**src/rtl/adder_multicycle.sv**
```systemverilog
// Multi-cycle adder/subtractor: one CHUNK-bit slice per clock, carry held in a
// register between slices. Results post on a single-cycle outDone pulse.
module adder_multicycle #(
  parameter int WIDTH = 64,
  parameter int CHUNK = 16
) (
  input  logic             clk,
  input  logic             rst,
  input  logic             inStart,
  input  logic             inSub,
  input  logic [WIDTH-1:0] inA,
  input  logic [WIDTH-1:0] inB,
  input  logic             inCarry,
  output logic             outBusy,
  output logic             outDone,
  output logic [WIDTH-1:0] outSum,
  output logic             outCarry,
  output logic             outOverflow
);
  localparam int N  = WIDTH / CHUNK;
  localparam int IW = (N > 1) ? $clog2(N) : 1;

  typedef enum logic {S_IDLE, S_RUN} state_t;

  state_t           r_state, w_state_nxt;
  logic [WIDTH-1:0] r_opA, r_opB, r_work;
  logic             r_carry;
  logic [IW-1:0]    r_idx;

  logic [WIDTH-1:0] w_merged;
  logic [CHUNK:0]   w_step;
  logic             w_last, w_accept;

  always_comb begin
    w_step   = {1'b0, r_opA[r_idx*CHUNK +: CHUNK]}
             + {1'b0, r_opB[r_idx*CHUNK +: CHUNK]}
             + {{CHUNK{1'b0}}, r_carry};
    // Final slice is merged combinationally so the result posts on the last step edge.
    w_merged = r_work;
    w_merged[r_idx*CHUNK +: CHUNK] = w_step[CHUNK-1:0];
    w_accept = (r_state == S_IDLE) && inStart;
    w_last   = (r_state == S_RUN) && (r_idx == IW'(N-1));
    w_state_nxt = r_state;
    case (r_state)
      S_IDLE: if (inStart) w_state_nxt = S_RUN;
      S_RUN:  if (w_last)  w_state_nxt = S_IDLE;
      default: w_state_nxt = S_IDLE;
    endcase
  end

  always_ff @(posedge clk) begin
    if (rst) r_state <= S_IDLE;
    else     r_state <= w_state_nxt;
  end

  always_ff @(posedge clk) begin
    if (rst) begin
      r_opA       <= '0;
      r_opB       <= '0;
      r_work      <= '0;
      r_carry     <= 1'b0;
      r_idx       <= '0;
      outDone     <= 1'b0;
      outSum      <= '0;
      outCarry    <= 1'b0;
      outOverflow <= 1'b0;
    end else begin
      outDone <= 1'b0;
      if (w_accept) begin
        // Subtract is A + ~B + ~borrow_in; the carry-out is therefore "no borrow".
        r_opA   <= inA;
        r_opB   <= inSub ? ~inB : inB;
        r_carry <= inSub ? ~inCarry : inCarry;
        r_idx   <= '0;
      end else if (r_state == S_RUN) begin
        r_work  <= w_merged;
        r_carry <= w_step[CHUNK];
        r_idx   <= r_idx + 1'b1;
        if (w_last) begin
          r_idx       <= '0;
          outSum      <= w_merged;
          outCarry    <= w_step[CHUNK];
          outOverflow <= (r_opA[WIDTH-1] == r_opB[WIDTH-1]) &&
                         (w_merged[WIDTH-1] != r_opA[WIDTH-1]);
          outDone     <= 1'b1;
        end
      end
    end
  end

  assign outBusy = (r_state == S_RUN);

endmodule

```
**config.mk**
```make
export PLATFORM = sky130hd
export DESIGN_NAME = adder_multicycle
export DESIGN_NICKNAME = d
export VERILOG_FILES = /design/src/rtl/adder_multicycle.sv
export SDC_FILE = /design/constraint.sdc
export NUM_CORES = 1
export LEC_CHECK = 0
export ABC_CLOCK_PERIOD_IN_PS = 3200
export CORE_ASPECT_RATIO = 1.5
export CORE_UTILIZATION = 47
export CTS_BUF_LIST = sky130_fd_sc_hd__clkbuf_8 sky130_fd_sc_hd__clkbuf_16
export DETAILED_ROUTE_END_ITERATION = 16
export PLACE_DENSITY_LB_ADDON = 0.05
export SYNTH_ARGS = -nofsm -noshare
export SYNTH_HDL_FRONTEND = slang
export SYNTH_SLANG_ARGS = --single-unit
```
**constraint.sdc**
```tcl
create_clock -name clk -period 3.2 [get_ports clk]
set_clock_uncertainty 0.05 [all_clocks]
set_input_delay 0.64 -clock clk [delete_from_list [all_inputs] [get_ports clk]]
set_output_delay 0.64 -clock clk [all_outputs]
set_load 0.01 [all_outputs]
```
==> metrics <==
Pwr per Cell Area=529 mW/mm2; Mapped Cells=1,211; syn_area_per_cell=9.06 um2; yosys warns=0; CP dominant cell by count=buf_4; CP startpoint=r_idx[0]; die area=0.0240 mm2; PortBufs=200; drt via density=5.50; final hold violations=0; clk root buf=clkbuf_16; ANT nets after route=0; Max Freq=326 MHz; Buf+Inv Stages, Crit Path=3; min cycle time layout=3.07 ns; CP top delay family=compound AO/OA/AOI/OAI gates; share of cells above drive strength 1=0.107; vias in the first global route=8,807; core area=0.0230 mm2; worst skew pair latency=0.52 ns; Hold Crit Class=reg -> reg; Setup crit end kind=flop; Hold Startpoint=outSum[55]; Worst Hold Depth=2; initial antenna violation count=0; vias=9,262; data arrival time of the critical path=3.41 ns; ant diodes=0; post-synth top area share=0.451; worst-path cell with the longest stage delay=mux4_2; Synth Register Bits=247; DRC viols=0; first-pass GRT wire length=47,200 um; Post-synth EDFFs=0; TritonCTS clock tree=done; FFs w/ async S/R, synth=0; Slew Viols, Final=0; Top-Level Pins=201; final WL=29,700 um; hold buffer count at CTS=0; Syn Nets=1,366; Reg2Reg Depth=11; critical path, cell by cell=buf_12, buf_4, mux4_2, ha_2, or3_4, a21oi_4, a211oi_2, buf_4, o211ai_4, a2bb2oi_1, nor2_1; Clock Pin Slew Worst Setup and Hold Paths=0.07 ns; critical path class=reg -> reg; reg-to-reg endpoint=r_work[12]; Synth area leader=dfxtp_1; Post-synth top cells=dfxtp_1, nand2_1, nor2_1, a21oi_1, clkbuf_1; Rows=68; Setup violations, final=0; cell area after synthesis=0.0110 mm2; CP max FO=8; Die H=189 um; worst slew pin tran=0.917 ns; Hold Path Sink=outSum[55]; Max-slew headroom=0.389; setup TNS=0 ns; GPL Wtd Cong=0.854; fin crit share=0.958; RSZ-0062 raised after global routing=false; CP max stage delay=0.52 ns; Initial Util=0.477; P&R area growth vs syn=30.5%; largest net degree at the start of global routing=90; Reg2Reg Launch Point=r_idx[0]; DRT iter0 DRCs=501; CP Launch Type=flop; Seq/Total Area, Yosys=0.451; ys flop type=dfxtp_1; CTS sink cnt=247; post-synth cell types=62; Leak=5.16 nW; First-pass DRT Iterations=5; grt ovf=0; Max Buffers Root-to-Sink=3; total clock buffers created by CTS=24; total power=0.00757 W; max-cap violation count=0; detailed placer's ending HPWL=21,800 um; count leader, synth=dfxtp_1; Global Route Usage Sum=0.249; reg2reg setup slack=0.13 ns; H-tree Lvls=1; status=completed; die width=127 um; Req. time, crit path=3.54 ns; wire per inst=17.7 um; nets=1,541; Post-CTS Setup Inserts=0; synth top area cells=dfxtp_1, mux4_2, nand2_1; VDD IR-drop max=356 uV
[power by group]
part | switching [W] | internal (W) | total [W]
Combinational | 0.000647 | 0.000567 | 0.00121
Clock | 0.00121 | 0.00185 | 0.00306
Sequential | 0.0000809 | 0.00321 | 0.00329
Total | 0.00194 | 0.00563 | 0.00757
[layer usage]
| metal | track usage | part of all wire | up-vias |
|---|---|---|---|
| li1 | - | - | 4626 |
| met1 | 0.311 | 0.43 | 4318 |
| met2 | 0.437 | 0.50 | 269 |
| met3 | 0.0322 | 0.042 | 49 |
| met4 | 0.0943 | 0.033 | 0 |
| met5 | 0 | 0 | - |
[timing repair]
action | 4_1_cts | 5_1_grt
gates resized for setup | 0 | 8
hold endpoints to repair | 0 | 0
setup endpoints to repair | 0 | 26
[sequential cells by signal, summed over array words and instances (netlist names)]
register and count:
outOverflow 1, r_idx 2, outSum 64, outDone 1, r_work 48, r_carry 1
r_opB 64, outCarry 1, outBusy 1, r_opA 64
[placed cells by master, fill, tap and decap left out, types with 4 or more instances in the layout]
master / Yosys / layout
a211oi_1: 69 / 69
a22o_1: 10 / 10
o21ai_1: 10 / 12
xnor2_1: 68 / 67
o21ai_0: 51 / 49
nand3_1: 14 / 14
mux2i_1: 4 / 4
buf_12: 0 / 9
nor2_1: 116 / 116
a22oi_1: 41 / 41
nor2b_1: 20 / 18
o31ai_1: 6 / 6
ha_1: 20 / 19
mux4_2: 32 / 32
a32oi_1: 10 / 10
inv_1: 16 / 18
nand4_1: 6 / 6
or3_1: 4 / 4
clkbuf_16: 0 / 25
and3_1: 6 / 6
clkbuf_8: 0 / 8
nand2_1: 190 / 190
clkdlybuf4s50_1: 0 / 198
o211ai_1: 6 / 6
and2_1: 5 / 5
buf_4: 1 / 39
dfxtp_1: 247 / 245
o22ai_1: 6 / 6
a21oi_1: 101 / 99
o21a_1: 5 / 5
a21o_1: 5 / 5
[metrics by stage]
step / std cells / setup WS [ns] / hold slack (ns) / area (um2) / utilization
3_5_place_dp: 1640 / 0.0464 / 0.386 / 13400 / 0.584
5_1_grt: 1684 / 0.0137 / 0.406 / 14300 / 0.623
2_1_floorplan: 1211 / 0.135 / 0.383 / 11000 / -
6_report: 1684 / 0.133 / 0.391 / 14300 / 0.623
3_3_place_gp: 1640 / 0.0957 / 0.381 / 13400 / 0.584
4_1_cts: 1684 / 0.0288 / 0.396 / 14300 / 0.622
[worst max-delay path by stage]
stage | cells after the start | slack, ns | end
finish | 11 | 0.13 | r_work[12]
global route | 10 | 0.01 | outSum[31]
CTS | 10 | 0.03 | outSum[56]
detailed placement | 10 | 0.05 | outSum[56]
global placement | 10 | 0.1 | outSum[56]
floorplan | 12 | 0.13 | r_work[12]
[cell families after synthesis]
logic type,Yosys count,share of synthesized area
DFF,247,0.451
and+or+nand+nor,372,0.141
xor gates and xnor gates,71,0.0567
adders and majority gates,22,0.0265
AOI/OAI and AO/OA,348,0.214
buffers and inverters,115,0.0415
muxes,36,0.0694
[area by class of cell]
type,count,area (um2)
Tap cell,280,350
Fill cell,2077,8660
Clock inverter,11,138
Timing Repair Buffer,247,2470
Inverter,17,63.8
Clock buffer,33,736
Multi-Input combinational cell,849,5610
Sequential cell,247,4950
[worst min-delay path: cells and delay by family (launching register included)]
kind / cells / cell delay (ns)
simple gates: 2 / 0.09
flops: 1 / 0.31
(Power assumes the default switching activity.)
